[config.mk]
export PLATFORM = sky130hd
export DESIGN_NAME = alu_pwr_seq
export DESIGN_NICKNAME = d
export VERILOG_FILES = /design/src/rtl/alu_pwr_pkg.sv /design/src/rtl/alu_pwr_timer.sv /design/src/rtl/alu_pwr_seq.sv
export SDC_FILE = /design/constraint.sdc
export NUM_CORES = 1
export LEC_CHECK = 0
export BUFFER_PORTS_ARGS = -buffer_cell sky130_fd_sc_hd__buf_2
export CORE_ASPECT_RATIO = 0.8
export CORE_MARGIN = 3
export CORE_UTILIZATION = 33
export DETAILED_ROUTE_END_ITERATION = 6
export GPL_TIMING_DRIVEN = 0
export PLACE_DENSITY = 0.67
export SLEW_MARGIN = 25
export SYNTH_ARGS = -nofsm -noshare
export SYNTH_HDL_FRONTEND = slang
export SYNTH_HIERARCHICAL = 1
export SYNTH_SLANG_ARGS = --single-unit
[constraint.sdc]
create_clock -name clk -period 3.67 [get_ports clk]
set_clock_uncertainty 0.2 [all_clocks]
set_input_delay 0.734 -clock clk [delete_from_list [all_inputs] [get_ports clk]]
set_output_delay 0.734 -clock clk [all_outputs]
set_load 0.03 [all_outputs]
[src/rtl/alu_pwr_pkg.sv]
// Shared types and default timing for the ALU power sequencer.
package alu_pwr_pkg;

  typedef enum logic [2:0] {
    ST_OFF    = 3'd0,
    ST_PUP    = 3'd1,
    ST_ISOREL = 3'd2,
    ST_ON     = 3'd3,
    ST_RUN    = 3'd4,
    ST_ISOSET = 3'd5,
    ST_PDN    = 3'd6
  } pwr_state_e;

  localparam int DEF_DATA_W     = 16;
  localparam int DEF_OP_W       = 4;
  localparam int DEF_PWR_UP_CYC = 4;
  localparam int DEF_PWR_DN_CYC = 2;
  localparam int DEF_IDLE_CYC   = 16;
  localparam int DEF_WDOG_CYC   = 64;

  // Width needed to hold n-1 (timers are loaded with cycles-1).
  function automatic int cnt_w(input int n);
    return (n <= 2) ? 1 : $clog2(n);
  endfunction

endpackage

[src/rtl/alu_pwr_timer.sv]
// Loadable down-counter; done is high while the count sits at zero.
module alu_pwr_timer #(
  parameter int W = 4
) (
  input  logic         clk,
  input  logic         rst_n,
  input  logic         load,
  input  logic [W-1:0] load_val,
  output logic         done
);

  logic [W-1:0] cnt_q, cnt_d;

  always_comb begin
    cnt_d = cnt_q;
    if (load)                cnt_d = load_val;
    else if (cnt_q != '0)    cnt_d = cnt_q - W'(1);
  end

  always_ff @(posedge clk) begin
    if (!rst_n) cnt_q <= '0;
    else        cnt_q <= cnt_d;
  end

  assign done = (cnt_q == '0);

endmodule

[src/rtl/alu_pwr_seq.sv]
// Always-on power sequencer for the gated ALU domain: power/isolation control,
// operand launch and result retention. ALU_PWR_WDOG_EN adds a RUN watchdog.
module alu_pwr_seq
  import alu_pwr_pkg::*;
#(
  parameter int DATA_W     = DEF_DATA_W,
  parameter int OP_W       = DEF_OP_W,
  parameter int PWR_UP_CYC = DEF_PWR_UP_CYC,
  parameter int PWR_DN_CYC = DEF_PWR_DN_CYC,
  parameter int IDLE_CYC   = DEF_IDLE_CYC,
  parameter int WDOG_CYC   = DEF_WDOG_CYC
) (
  input  logic              clk,
  input  logic              rst_n,
  input  logic              req_valid,
  output logic              req_ready,
  input  logic [DATA_W-1:0] A,
  input  logic [DATA_W-1:0] B,
  input  logic [OP_W-1:0]   opcode,
  input  logic              pd_req,
  output logic              alu_pwr_en,
  output logic              alu_iso_en,
  output logic              alu_start,
  output logic [DATA_W-1:0] alu_A,
  output logic [DATA_W-1:0] alu_B,
  output logic [OP_W-1:0]   alu_opcode,
  input  logic              alu_busy,
  input  logic [DATA_W-1:0] alu_result,
  output logic              res_valid,
  output logic [DATA_W-1:0] result,
  output logic              res_err,
  output logic [2:0]        pwr_state
);

  localparam int PWR_MAX = (PWR_UP_CYC > PWR_DN_CYC) ? PWR_UP_CYC : PWR_DN_CYC;
  localparam int PW      = cnt_w(PWR_MAX);
  localparam int IW      = cnt_w(IDLE_CYC);

  pwr_state_e state_q, state_d;

  logic [DATA_W-1:0] a_q, a_d, b_q, b_d, res_q, res_d;
  logic [OP_W-1:0]   op_q, op_d;
  logic              start_q, start_d, rv_q, rv_d, err_q, err_d;
  logic [1:0]        run_cnt_q, run_cnt_d;

  logic accept, complete, wdog_abort, idle_hit;
  logic pwr_load, pwr_done, idle_load, idle_done;
  logic [PW-1:0] pwr_val;

  assign accept   = (state_q == ST_ON) && req_valid;
  // ALU busy may still read low right after start; ignore it for two cycles.
  assign complete = (state_q == ST_RUN) && !alu_busy && (run_cnt_q == 2'd2);
  assign idle_hit = (IDLE_CYC != 0) && idle_done;

  assign pwr_load  = (state_d != state_q) && ((state_d == ST_PUP) || (state_d == ST_PDN));
  assign pwr_val   = (state_d == ST_PUP) ? PW'(PWR_UP_CYC - 1) : PW'(PWR_DN_CYC - 1);
  assign idle_load = (state_d == ST_ON) && (state_q != ST_ON);

  alu_pwr_timer #(.W(PW)) u_pwr_tmr (
    .clk(clk), .rst_n(rst_n), .load(pwr_load), .load_val(pwr_val), .done(pwr_done)
  );

  alu_pwr_timer #(.W(IW)) u_idle_tmr (
    .clk(clk), .rst_n(rst_n), .load(idle_load),
    .load_val(IW'((IDLE_CYC == 0) ? 0 : IDLE_CYC - 1)), .done(idle_done)
  );

`ifdef ALU_PWR_WDOG_EN
  localparam int WW = cnt_w(WDOG_CYC);
  logic wdog_load, wdog_done;

  assign wdog_load  = (state_d == ST_RUN) && (state_q != ST_RUN);
  assign wdog_abort = (state_q == ST_RUN) && wdog_done && !complete;

  alu_pwr_timer #(.W(WW)) u_wdog_tmr (
    .clk(clk), .rst_n(rst_n), .load(wdog_load), .load_val(WW'(WDOG_CYC - 1)), .done(wdog_done)
  );
`else
  logic unused_wdog;
  assign unused_wdog = ^WDOG_CYC;
  assign wdog_abort  = 1'b0;
`endif

  always_ff @(posedge clk) begin
    if (!rst_n) state_q <= ST_OFF;
    else        state_q <= state_d;
  end

  always_comb begin
    state_d = state_q;
    unique case (state_q)
      ST_OFF:    if (req_valid) state_d = ST_PUP;
      ST_PUP:    if (pwr_done)  state_d = ST_ISOREL;
      ST_ISOREL:                state_d = ST_ON;
      ST_ON: begin
        if (req_valid)                state_d = ST_RUN;
        else if (pd_req || idle_hit)  state_d = ST_ISOSET;
      end
      ST_RUN: begin
        if (complete)        state_d = ST_ON;
        else if (wdog_abort) state_d = ST_ISOSET;
      end
      ST_ISOSET:                state_d = ST_PDN;
      ST_PDN:    if (pwr_done)  state_d = ST_OFF;
      default:                  state_d = ST_OFF;
    endcase
  end

  always_comb begin
    alu_pwr_en = 1'b0;
    alu_iso_en = 1'b1;
    req_ready  = 1'b0;
    unique case (state_q)
      ST_PUP, ST_ISOSET: alu_pwr_en = 1'b1;
      ST_ISOREL, ST_RUN: begin alu_pwr_en = 1'b1; alu_iso_en = 1'b0; end
      ST_ON:             begin alu_pwr_en = 1'b1; alu_iso_en = 1'b0; req_ready = 1'b1; end
      default: ;
    endcase
  end

  always_comb begin
    a_d     = a_q;
    b_d     = b_q;
    op_d    = op_q;
    start_d = accept;
    rv_d    = complete || wdog_abort;
    err_d   = wdog_abort;
    res_d   = complete ? alu_result : res_q;
    if (accept) begin
      a_d  = A;
      b_d  = B;
      op_d = opcode;
    end
    run_cnt_d = run_cnt_q;
    if (state_q != ST_RUN)       run_cnt_d = 2'd0;
    else if (run_cnt_q != 2'd2)  run_cnt_d = run_cnt_q + 2'd1;
  end

  always_ff @(posedge clk) begin
    if (!rst_n) begin
      a_q       <= '0;
      b_q       <= '0;
      op_q      <= '0;
      res_q     <= '0;
      start_q   <= 1'b0;
      rv_q      <= 1'b0;
      err_q     <= 1'b0;
      run_cnt_q <= 2'd0;
    end else begin
      a_q       <= a_d;
      b_q       <= b_d;
      op_q      <= op_d;
      res_q     <= res_d;
      start_q   <= start_d;
      rv_q      <= rv_d;
      err_q     <= err_d;
      run_cnt_q <= run_cnt_d;
    end
  end

  assign alu_A      = a_q;
  assign alu_B      = b_q;
  assign alu_opcode = op_q;
  assign alu_start  = start_q;
  assign res_valid  = rv_q;
  assign result     = res_q;
  assign res_err    = err_q;
  assign pwr_state  = state_q;

endmodule

# Yosys cells after proc, flatten, opt, wreduce, memory -nomap -nowiden
# Index checks and enable logic that the tools add are counted.
[word_totals] regBits=65 in_bits=57 output_inout_bits=61 elab_cells=61
[op_classes] n_addsub=3 n_eq_ne=14 n_mux=15 bitwise_logic=1 n_reduce_logical=18
[ops] operator="$pmux W3 S7" n=1
[ops] operator="$mux W3" n=6
[ops] operator="$eq A3 B3 Y1 const B" n=4
[ops] operator="$eq A3 B2 Y1 const B" n=3
[ops] operator="$mux W4" n=2
[ops] operator="$eq A3 B1 Y1 const B" n=2
[ops] operator="$mux W2" n=3
[ops] operator="$reduce_bool A2 Y1" n=3
[ops] operator="$logic_and A1 B1 Y1" n=5
[ops] operator="$reduce_or A5 Y1" n=1
[ops] operator="$logic_not A4 Y1" n=1
[ops] operator="$reduce_bool A4 Y1" n=1
[ops] operator="$sub A4 B1 Y4 const B" n=1
[ops] operator="$logic_not A3 Y1" n=1
[ops] operator="$mux W1" n=3
[ops] operator="$ne A3 B2 Y1 const B" n=1
[ops] operator="$ne A3 B3 Y1" n=1
[ops] operator="$ne A3 B3 Y1 const B" n=1
[ops] operator="$reduce_or A3 Y1" n=1
[ops] operator="$add A2 B1 Y2 const B" n=1
[ops] operator="$eq A2 B2 Y1 const B" n=1
[ops] operator="$logic_not A2 Y1" n=1
[ops] operator="$logic_or A1 B1 Y1" n=2
[ops] operator="$ne A2 B2 Y1 const B" n=1
[ops] operator="4 further kinds" n=4

# Longest topological paths before layout
# Gate-level depths: netlist of run 1.
[depth] depth_word=9 depth_mapped=7 mapped_depth_nobuf=7

# Modules after synthesis
# The synthesis of run 1 kept the hierarchy.
[by_module_without_submodules] module="alu_pwr_seq" instances=1 cells_per_inst=290 area_per_inst_um2=2391.0 seq_area_each_um2=1181.1
[by_module_without_submodules] module="alu_pwr_timer at u_idle_tmr" instances=1 cells_per_inst=23 area_per_inst_um2=230.2 seq_area_each_um2=80.1
[by_module_without_submodules] module="alu_pwr_timer at u_pwr_tmr" instances=1 cells_per_inst=13 area_per_inst_um2=123.9 seq_area_each_um2=40.0

# Worst setup path after synthesis of run 1
# OpenSTA, ideal clock, no wires.
[synth_path] path_kind="reg-to-output" startpoint="register state_q[0], in the netlist pwr_state[0]" endpoint="output alu_pwr_en" arrival_ns=1.475 t_required_ns=2.736 setup_slack_ns=1.261 stages_incl_launch_ff=4 n_path_buf=1 cell_sequence="dfxtp_1 clkbuf_1 nor3_1 a21oi_1"
[synth_via] elab_chain_cells=3 word_cells_on_any_way=7 cone_classes="eq/ne: 5; mux: 1; reduce/logical: 1"
[synth_rtl] element="start: declaration" line="alu_pwr_seq.sv:39" rtl="pwr_state_e state_q, state_d;"
[synth_rtl] element="start signal: assignment" line="alu_pwr_seq.sv:86" rtl="else state_q <= state_d;"
[synth_rtl] element="$eq A3 B2 Y1 (tied with other cells)" line="alu_pwr_seq.sv:113" rtl="unique case (state_q)"
[synth_rtl] element="$reduce_or A5 Y1 (no source line) (*)"
[synth_rtl] element="$mux W1 (*)" line="alu_pwr_seq.sv:113"
[synth_rtl] element="end: declaration" line="alu_pwr_seq.sv:21" rtl="output logic alu_pwr_en,"
# Every way passes the cells marked *; elsewhere a longest branch is shown, timed or not.

# Worst setup path after layout of run 1
# Same ends and word-level chain as after synthesis.

==> results of run 1 <==
[kinds of logic after synthesis]
family                     count (synthesis)  share of synthesized area [%]
AOI/OAI and AO/OA                         56                           11.6
buffers and inverters                     33                           6.06
DFF                                       65                           47.4
and+or+nand+nor                          144                           25.1
muxes                                     19                           6.97
adders and majority gates                  3                           1.37
other                                      2                          0.274
xor gates and xnor gates                   4                           1.28
[cells in the mapped netlist (2+ instances only)]
cell type,count,area share [%]
xnor2_1,2,0.64
o21ai_1,38,6.9
o31ai_1,3,0.82
clkbuf_1,10,1.4
nand3_1,41,7.5
dfxtp_1,65,47
ha_1,3,1.4
xor2_1,2,0.64
buf_4,2,0.55
a21oi_1,7,1.3
conb_1,2,0.27
nor3_1,2,0.36
nand2b_1,3,0.68
inv_1,7,0.96
buf_1,3,0.41
nand2_1,73,10
nor2b_1,5,1.1
and2_1,2,0.46
buf_2,9,1.6
and2b_1,2,0.55
mux2i_1,18,6.6
nor2_1,6,0.82
nor4_1,2,0.46
[power by group through the flow]
stage,Clock (mW),Sequential (mW),Combinational [mW]
global route,0.726,0.810,0.545
detailed placement,0,0.818,0.490
finish,0.670,0.802,0.489
global placement,0,0.814,0.480
floorplan,0,0.853,0.320
CTS,0.694,0.802,0.492
[final timing paths]
check	startpoint	endpoint	slack [ns]
hold / removal	alu_B[1]	alu_B[1]	0.25
setup reg to reg	run_cnt_q[0]	u_idle_tmr/cnt_q[0]	1.79
hold reg to reg	alu_B[1]	alu_B[1]	0.25
setup / recovery	pwr_state[0]	alu_pwr_en	1.10
[cells in the final DEF, fill, tap and decap left out, types with 2 or more instances in the layout]
master / Yosys / layout
conb_1: 2 / 6
nor4_1: 2 / 2
bufinv_16: 0 / 2
inv_1: 7 / 7
dfxtp_1: 65 / 65
nand2_1: 73 / 73
ha_1: 3 / 3
nand2b_1: 3 / 3
and2b_1: 2 / 2
clkinvlp_4: 0 / 3
a21oi_1: 7 / 7
xor2_1: 2 / 2
mux2i_1: 18 / 18
buf_1: 3 / 3
buf_4: 2 / 2
clkbuf_8: 0 / 9
o21ai_1: 38 / 38
nor3_1: 2 / 2
buf_2: 9 / 125
clkbuf_1: 10 / 11
nor2b_1: 5 / 5
and2_1: 2 / 2
nor2_1: 6 / 6
o31ai_1: 3 / 3
xnor2_1: 2 / 2
nand3_1: 41 / 41
[registers in the layout (all words and copies together) (netlist names), 2 cells and up]
name,cells
alu_A,16
u_pwr_tmr/cnt_q,2
run_cnt_q,2
alu_B,16
u_idle_tmr/cnt_q,4
alu_opcode,4
result,16
pwr_state,3
[critical path: stages (launching register included)]
cell	delay, ns
dfxtp_1	0.50
clkbuf_1	0.38
nor3_1	0.09
a21oi_1	0.12
buf_2	0.20
[area by class of cell]
class / instances / share of cell area [%]
clock buffers: 10 / 3.45
multi-input cells: 232 / 35.0
clock inverters: 6 / 2.47
flip-flops and latches: 65 / 35.2
inverters: 7 / 0.711
well taps: 108 / 3.66
plain buffers: 26 / 3.79
repair buffers: 116 / 15.7
[routing by layer]
layer,share of wire [%],vias to the layer above,global-route usage (%)
li1,-,1354,-
met1,47,1220,20.4
met4,0.92,0,4.13
met2,44,107,26.4
met5,0,-,0
met3,8.1,7,6.04
[per-stage QoR]
step | hold slack (ns) | util, % | setup WS, ns | power [mW]
after floorplan | 0.297 | - | 1.26 | 1.17
after global placement | 0.232 | 43.3 | 1.32 | 1.29
after detailed placement | 0.239 | 43.3 | 1.29 | 1.31
after CTS | 0.250 | 46.1 | 1.08 | 1.99
after global routing | 0.268 | 46.1 | 0.918 | 2.08
final | 0.247 | 46.1 | 1.10 | 1.96
==> impl_results.html, run 1 <==
<table>
<tr><th>Metric</th><th>Value</th></tr>
<tr><th colspan="2">Finish</th></tr>
<tr><td>Layout cells sized above 1</td><td>32.7%</td></tr>
<tr><td>Design Area, Final</td><td>3690 µm²</td></tr>
<tr><td>Antenna fix cells</td><td>0</td></tr>
<tr><td>Multi-input gate area in the final layout</td><td>1290 µm²</td></tr>
<tr><td>Post-route insts no fill</td><td>570</td></tr>
<tr><td>FF+latch area</td><td>1300 µm²</td></tr>
<tr><td># nets final</td><td>517</td></tr>
<tr><td>Total of fill cells in the finished design</td><td>820</td></tr>
<tr><td>Area growth from synthesis to final layout</td><td>34.6%</td></tr>
<tr><th colspan="2">STA</th></tr>
<tr><td>Hold Violations, Final</td><td>0</td></tr>
<tr><td>Total Neg Setup Slack</td><td>0 ns</td></tr>
<tr><td>Final period demand of the worst path</td><td>2.57 ns</td></tr>
<tr><td>Fmax achieved</td><td>390 MHz</td></tr>
<tr><td>RSZ-0062 raised after global routing</td><td>false</td></tr>
<tr><td>Tightest Pin Transition</td><td>0.508 ns</td></tr>
<tr><td>Max-slew violation count</td><td>0</td></tr>
<tr><td>Fraction of the cycle the final worst path needs</td><td>69.9%</td></tr>
<tr><td>Setup Viol. Count Final</td><td>0</td></tr>
<tr><td>Max transition margin</td><td>66.2%</td></tr>
<tr><th colspan="2">Global route</th></tr>
<tr><td>Global-route total usage across every layer</td><td>16.2%</td></tr>
<tr><td>Largest net degree at the start of global routing</td><td>13</td></tr>
<tr><td>Vias in the first global route</td><td>2569</td></tr>
<tr><td>Wire length of the first global-routing pass</td><td>12100 µm</td></tr>
<tr><td>Number of antenna violations at the first check in global routing</td><td>0</td></tr>
<tr><td>GR Overflow Total</td><td>0</td></tr>
<tr><th colspan="2">Critical path</th></tr>
<tr><td>Endpoint type of the worst setup path</td><td>output pin</td></tr>
<tr><td>Startpoint class of the critical path</td><td>register</td></tr>
<tr><td>R2r worst-path depth</td><td>7</td></tr>
<tr><td>Category of the critical setup timing path</td><td>register to output pin</td></tr>
<tr><td>Biggest fanout along the worst timing path</td><td>10</td></tr>
<tr><td>Worst Path Arrival</td><td>1.63 ns</td></tr>
<tr><td>CP Data Required Time</td><td>2.74 ns</td></tr>
<tr><th colspan="2">CTS</th></tr>
<tr><td>Number of sinks on the clock net</td><td>65</td></tr>
<tr><td>Maximum clock insertion buffer count</td><td>2</td></tr>
<tr><td>Insertion delay to the later sink of the worst-skew pair</td><td>0.34 ns</td></tr>
<tr><td>Number of CTS-inserted buffers</td><td>9</td></tr>
<tr><td>TritonCTS clock tree</td><td>done</td></tr>
<tr><td>Buffers inserted by post-CTS timing repair</td><td>0</td></tr>
<tr><td>Clock transition at the registers of the reported paths</td><td>0.07 ns</td></tr>
<tr><td>Root buffer cell</td><td>clkbuf_8</td></tr>
<tr><td>CTS resizes</td><td>0</td></tr>
<tr><td>Number of buffers added to fix hold violations after cts</td><td>0</td></tr>
<tr><td>H-tree depth reported by CTS</td><td>3</td></tr>
<tr><th colspan="2">Place</th></tr>
<tr><td>Cell total after placement</td><td>554</td></tr>
<tr><td>Final Wtd Congestion</td><td>0.787</td></tr>
<tr><td>Port Buffer Count</td><td>116</td></tr>
<tr><td>Placed Instance Area</td><td>3480 µm²</td></tr>
<tr><td>HPWL Detailed</td><td>5630 µm</td></tr>
<tr><th colspan="2">Yosys</th></tr>
<tr><td>Register area share after synthesis</td><td>47.4%</td></tr>
<tr><td>Cell area after synthesis</td><td>2750 µm²</td></tr>
<tr><td>Count of mapped cells out of synthesis</td><td>326</td></tr>
<tr><td>Synthesized area per cell</td><td>8.42 µm²</td></tr>
<tr><td>Count of flip-flops with a built-in enable after synthesis</td><td>0</td></tr>
<tr><td>Most common flop cell mapped by yosys</td><td>dfxtp_1</td></tr>
<tr><td>Number of different library cells in the post-synthesis netlist</td><td>42</td></tr>
<tr><td>Number of flip-flops and latches in the synthesized netlist</td><td>65</td></tr>
<tr><td>Yosys warnings</td><td>6</td></tr>
<tr><td>Async set-or-reset flop fraction in the synthesized netlist</td><td>0%</td></tr>
<tr><th colspan="2">Power and ir drop</th></tr>
<tr><td>Cell internal pwr</td><td>1.34 mW</td></tr>
<tr><td>Sequential fraction of design power</td><td>40.9%</td></tr>
<tr><td>Proportion of power drawn by combinational gates</td><td>24.9%</td></tr>
<tr><td>Pwr dens</td><td>531 nW/µm²</td></tr>
<tr><td>Maximum vdd drop</td><td>0.280 mV</td></tr>
<tr><td>Switching power as a share of total power</td><td>31.7%</td></tr>
<tr><td>Clock power share</td><td>34.2%</td></tr>
<tr><td>Leak</td><td>1.69 nW</td></tr>
<tr><td>Switching Power</td><td>0.622 mW</td></tr>
<tr><th colspan="2">Worst hold path</th></tr>
<tr><td>Worst Hold Path Cells</td><td>2</td></tr>
<tr><td>Hold/Removal Path Class</td><td>register to register</td></tr>
<tr><th colspan="2">Floorplan</th></tr>
<tr><td>Overall die width</td><td>108 µm</td></tr>
<tr><td>Floorplan row count</td><td>29</td></tr>
<tr><td>Core ar.</td><td>8020 µm²</td></tr>
<tr><td>I/O pin cnt</td><td>118</td></tr>
<tr><td>Initial Util</td><td>34.2%</td></tr>
<tr><td>Vertical extent of the die</td><td>87.6 µm</td></tr>
<tr><td>DIE AREA</td><td>9460 µm²</td></tr>
<tr><th colspan="2">Detailed routing</th></tr>
<tr><td>Per-cell routed wire length</td><td>13.0 µm</td></tr>
<tr><td>Vias after detailed routing</td><td>2688</td></tr>
<tr><td>Via density</td><td>4.72</td></tr>
<tr><td>Post-detailed-route count of antenna-violating nets</td><td>0</td></tr>
<tr><td>Total wire length after detailed routing</td><td>7420 µm</td></tr>
<tr><td>First-pass iteration count of the detailed router</td><td>4</td></tr>
<tr><td>DR DRC count</td><td>0</td></tr>
<tr><td>DRT iter0 DRCs</td><td>135</td></tr>
<tr><th colspan="2">Status</th></tr>
<tr><td>Run status</td><td>completed</td></tr>
<tr><th colspan="2">Job</th></tr>
<tr><td>Max Cap Viol</td><td>0</td></tr>
</table>
(Power assumes the default switching activity.)
==> run 2, diff against run 1 <==
==> constraint.sdc (replaced) <==
create_clock -name clk -period 2.5 [get_ports clk]
set_clock_uncertainty 0.2 [all_clocks]
set_input_delay 0.5 -clock clk [delete_from_list [all_inputs] [get_ports clk]]
set_output_delay 0.5 -clock clk [all_outputs]
set_load 0.03 [all_outputs]
==> impl_results.html, run 2 (synthesized netlist as in run 1, its figures left out) <==
<table>
<tr><th>Metric</th><th>Value</th></tr>
<tr><th colspan="2">Status</th></tr>
<tr><td>Run status</td><td>completed</td></tr>
<tr><th colspan="2">Global route</th></tr>
<tr><td>Wire length of the first global-routing pass</td><td>12100 µm (unchanged)</td></tr>
<tr><td>Vias in the first global route</td><td>2569 (unchanged)</td></tr>
<tr><td>Largest net degree at the start of global routing</td><td>13 (unchanged)</td></tr>
<tr><td>Number of antenna violations at the first check in global routing</td><td>0 (unchanged)</td></tr>
<tr><td>GR Overflow Total</td><td>0 (unchanged)</td></tr>
<tr><td>Global-route total usage across every layer</td><td>16.2% (unchanged)</td></tr>
<tr><th colspan="2">Power and ir drop</th></tr>
<tr><td>Leak</td><td>1.69 nW (+0.19%)</td></tr>
<tr><td>Total power consumption of the routed design</td><td>2.88 mW (+47%)</td></tr>
<tr><td>Maximum vdd drop</td><td>0.411 mV (+47%)</td></tr>
<tr><td>Pwr dens</td><td>779 nW/µm² (+47%)</td></tr>
<tr><th colspan="2">CTS</th></tr>
<tr><td>TritonCTS clock tree</td><td>done</td></tr>
<tr><td>Maximum clock insertion buffer count</td><td>2 (unchanged)</td></tr>
<tr><td>Clock transition at the registers of the reported paths</td><td>0.08 ns (about the same)</td></tr>
<tr><td>Root buffer cell</td><td>clkbuf_8</td></tr>
<tr><td>Insertion delay to the later sink of the worst-skew pair</td><td>0.34 ns (about the same)</td></tr>
<tr><td>Number of CTS-inserted buffers</td><td>9 (unchanged)</td></tr>
<tr><td>Number of sinks on the clock net</td><td>65 (unchanged)</td></tr>
<tr><td>H-tree depth reported by CTS</td><td>3 (unchanged)</td></tr>
<tr><td>Number of buffers added to fix hold violations after cts</td><td>0 (unchanged)</td></tr>
<tr><td>Buffers inserted by post-CTS timing repair</td><td>0 (unchanged)</td></tr>
<tr><th colspan="2">Floorplan</th></tr>
<tr><td>Core ar.</td><td>8020 µm² (unchanged)</td></tr>
<tr><td>I/O pin cnt</td><td>118 (unchanged)</td></tr>
<tr><td>Initial Util</td><td>34.2% (unchanged)</td></tr>
<tr><td>DIE AREA</td><td>9460 µm² (unchanged)</td></tr>
<tr><td>Overall die width</td><td>108 µm (unchanged)</td></tr>
<tr><td>Vertical extent of the die</td><td>87.6 µm (unchanged)</td></tr>
<tr><td>Floorplan row count</td><td>29 (unchanged)</td></tr>
<tr><th colspan="2">Critical path</th></tr>
<tr><td>Endpoint of the most critical setup path</td><td>alu_pwr_en</td></tr>
<tr><td>R2r setup slk</td><td>0.61 ns (-1.18 ns)</td></tr>
<tr><td>Worst Path Arrival</td><td>1.58 ns (-0.05 ns)</td></tr>
<tr><td>End of the worst register-to-register path</td><td>u_idle_tmr/cnt_q[0]</td></tr>
<tr><td>R2r worst-path depth</td><td>7 (unchanged)</td></tr>
<tr><td>Startpoint class of the critical path</td><td>register</td></tr>
<tr><td>Biggest fanout along the worst timing path</td><td>10 (unchanged)</td></tr>
<tr><td>Endpoint type of the worst setup path</td><td>output pin</td></tr>
<tr><td>CP Data Required Time</td><td>1.80 ns (-0.94 ns)</td></tr>
<tr><td>Startpoint of the most critical setup path</td><td>pwr_state[1]</td></tr>
<tr><td>Category of the critical setup timing path</td><td>register to output pin</td></tr>
<tr><td>Source of the worst register-to-register timing path</td><td>run_cnt_q[0]</td></tr>
<tr><th colspan="2">Finish</th></tr>
<tr><td>Post-route insts no fill</td><td>570 (unchanged)</td></tr>
<tr><td>Most common library cell in the layout ignoring fill and taps</td><td>buf_2</td></tr>
<tr><td>FF+latch area</td><td>1300 µm² (unchanged)</td></tr>
<tr><td>Antenna fix cells</td><td>0 (unchanged)</td></tr>
<tr><td>Total of fill cells in the finished design</td><td>819 (-0.12%)</td></tr>
<tr><td>Area growth from synthesis to final layout</td><td>34.6% (about the same)</td></tr>
<tr><td>Multi-input gate area in the final layout</td><td>1290 µm² (unchanged)</td></tr>
<tr><td>Highest-count cells in the layout ignoring fill and taps</td><td>buf_2, nand2_1, dfxtp_1</td></tr>
<tr><td># nets final</td><td>517 (unchanged)</td></tr>
<tr><td>Layout cells sized above 1</td><td>32.9% (+0.22 points)</td></tr>
<tr><th colspan="2">STA</th></tr>
<tr><td>Tightest Pin Transition</td><td>0.507 ns (-0.000376 ns)</td></tr>
<tr><td>Worst hold slack</td><td>0.178 ns (-0.0684 ns)</td></tr>
<tr><td>Fmax achieved</td><td>438 MHz</td></tr>
<tr><td>Hold Violations, Final</td><td>0 (unchanged)</td></tr>
<tr><td>Max-slew violation count</td><td>0 (unchanged)</td></tr>
<tr><td>Final period demand of the worst path</td><td>2.28 ns</td></tr>
<tr><td>RSZ-0062 raised after global routing</td><td>false</td></tr>
<tr><td>Setup Viol. Count Final</td><td>0 (unchanged)</td></tr>
<tr><td>Total Neg Setup Slack</td><td>0 ns (unchanged)</td></tr>
<tr><td>Fraction of the cycle the final worst path needs</td><td>91.3%</td></tr>
<tr><td>Max transition margin</td><td>66.2% (about the same)</td></tr>
<tr><th colspan="2">Place</th></tr>
<tr><td>Port Buffer Count</td><td>116 (unchanged)</td></tr>
<tr><td>HPWL Detailed</td><td>5630 µm (unchanged)</td></tr>
<tr><td>Final Wtd Congestion</td><td>0.787 (unchanged)</td></tr>
<tr><td>Cell total after placement</td><td>554 (unchanged)</td></tr>
<tr><th colspan="2">Worst hold path</th></tr>
<tr><td>Hold/Removal Path Class</td><td>primary input to register</td></tr>
<tr><th colspan="2">Detailed routing</th></tr>
<tr><td>DR DRC count</td><td>0 (unchanged)</td></tr>
<tr><td>Per-cell routed wire length</td><td>13.0 µm (about the same)</td></tr>
<tr><td>Post-detailed-route count of antenna-violating nets</td><td>0 (unchanged)</td></tr>
<tr><td>Total wire length after detailed routing</td><td>7430 µm (about the same)</td></tr>
<tr><td>Vias after detailed routing</td><td>2692 (+0.15%)</td></tr>
<tr><td>Via density</td><td>4.72 (+0.15%)</td></tr>
<tr><td>DRT iter0 DRCs</td><td>134 (-0.74%)</td></tr>
<tr><td>First-pass iteration count of the detailed router</td><td>4 (unchanged)</td></tr>
<tr><th colspan="2">Job</th></tr>
<tr><td>Max Cap Viol</td><td>0 (unchanged)</td></tr>
</table>
-- run 2: area by class of cell --
class	count	share of cell area [%]
Sequential cell	65	35.2
Tap cell	108	3.66
Timing Repair Buffer	116	15.7
Clock buffer	10	3.45
Clock inverter	6	2.47
Multi-Input combinational cell	232	35.0
Buffer	26	3.83
Inverter	7	0.711
-- run 2: repair_timing --
item                                   in CTS  in global routing
resized for setup                           0                  2
setup endpoints to repair                   0                  1
endpoints found under the hold margin       0                  0
-- run 2: worst max-delay path, cell delays in order, from the launching register on --
cell	delay (ns)
dfxtp_1	0.44
clkbuf_1	0.37
nor3_1	0.11
a21oi_1	0.12
buf_2	0.20
-- run 2: how the worst min path moves through the flow --
stage	start	to	slack (ns)	cells after the start
3_5_place_dp	alu_B[1]	alu_B[1]	0.24	2
6_report	B[11]	alu_B[11]	0.18	3
3_3_place_gp	alu_A[2]	alu_A[2]	0.23	2
2_1_floorplan	run_cnt_q[1]	run_cnt_q[1]	0.30	2
4_1_cts	B[11]	alu_B[11]	0.16	3
5_1_grt	opcode[0]	alu_opcode[0]	0.16	3
-- run 2: per-layer routing --
metal	global-route usage [%]	vias up	routed length, µm
met2	26.4	105	3310
li1	-	1355	-
met5	0	-	0
met1	20.4	1225	3460
met3	6.04	7	596
met4	4.13	0	68
-- run 2: metrics by stage --
| stage | util, % | cell area (µm²) | setup slack [ns] |
|---|---|---|---|
| after floorplan | - | 2760 | 0.325 |
| after global placement | 43.3 | 3480 | 0.381 |
| after detailed placement | 43.3 | 3480 | 0.358 |
| after CTS | 46.1 | 3690 | 0.147 |
| after global routing | 46.1 | 3700 | 0.0478 |
| final | 46.1 | 3700 | 0.219 |
-- run 2: where the power goes --
part / leakage (nW) / switching [mW] / total (mW) / internal (mW)
Sequential: 0.525 / 0.0693 / 1.18 / 1.11
Combinational: 1.07 / 0.425 / 0.719 / 0.294
Clock: 0.0991 / 0.419 / 0.983 / 0.565
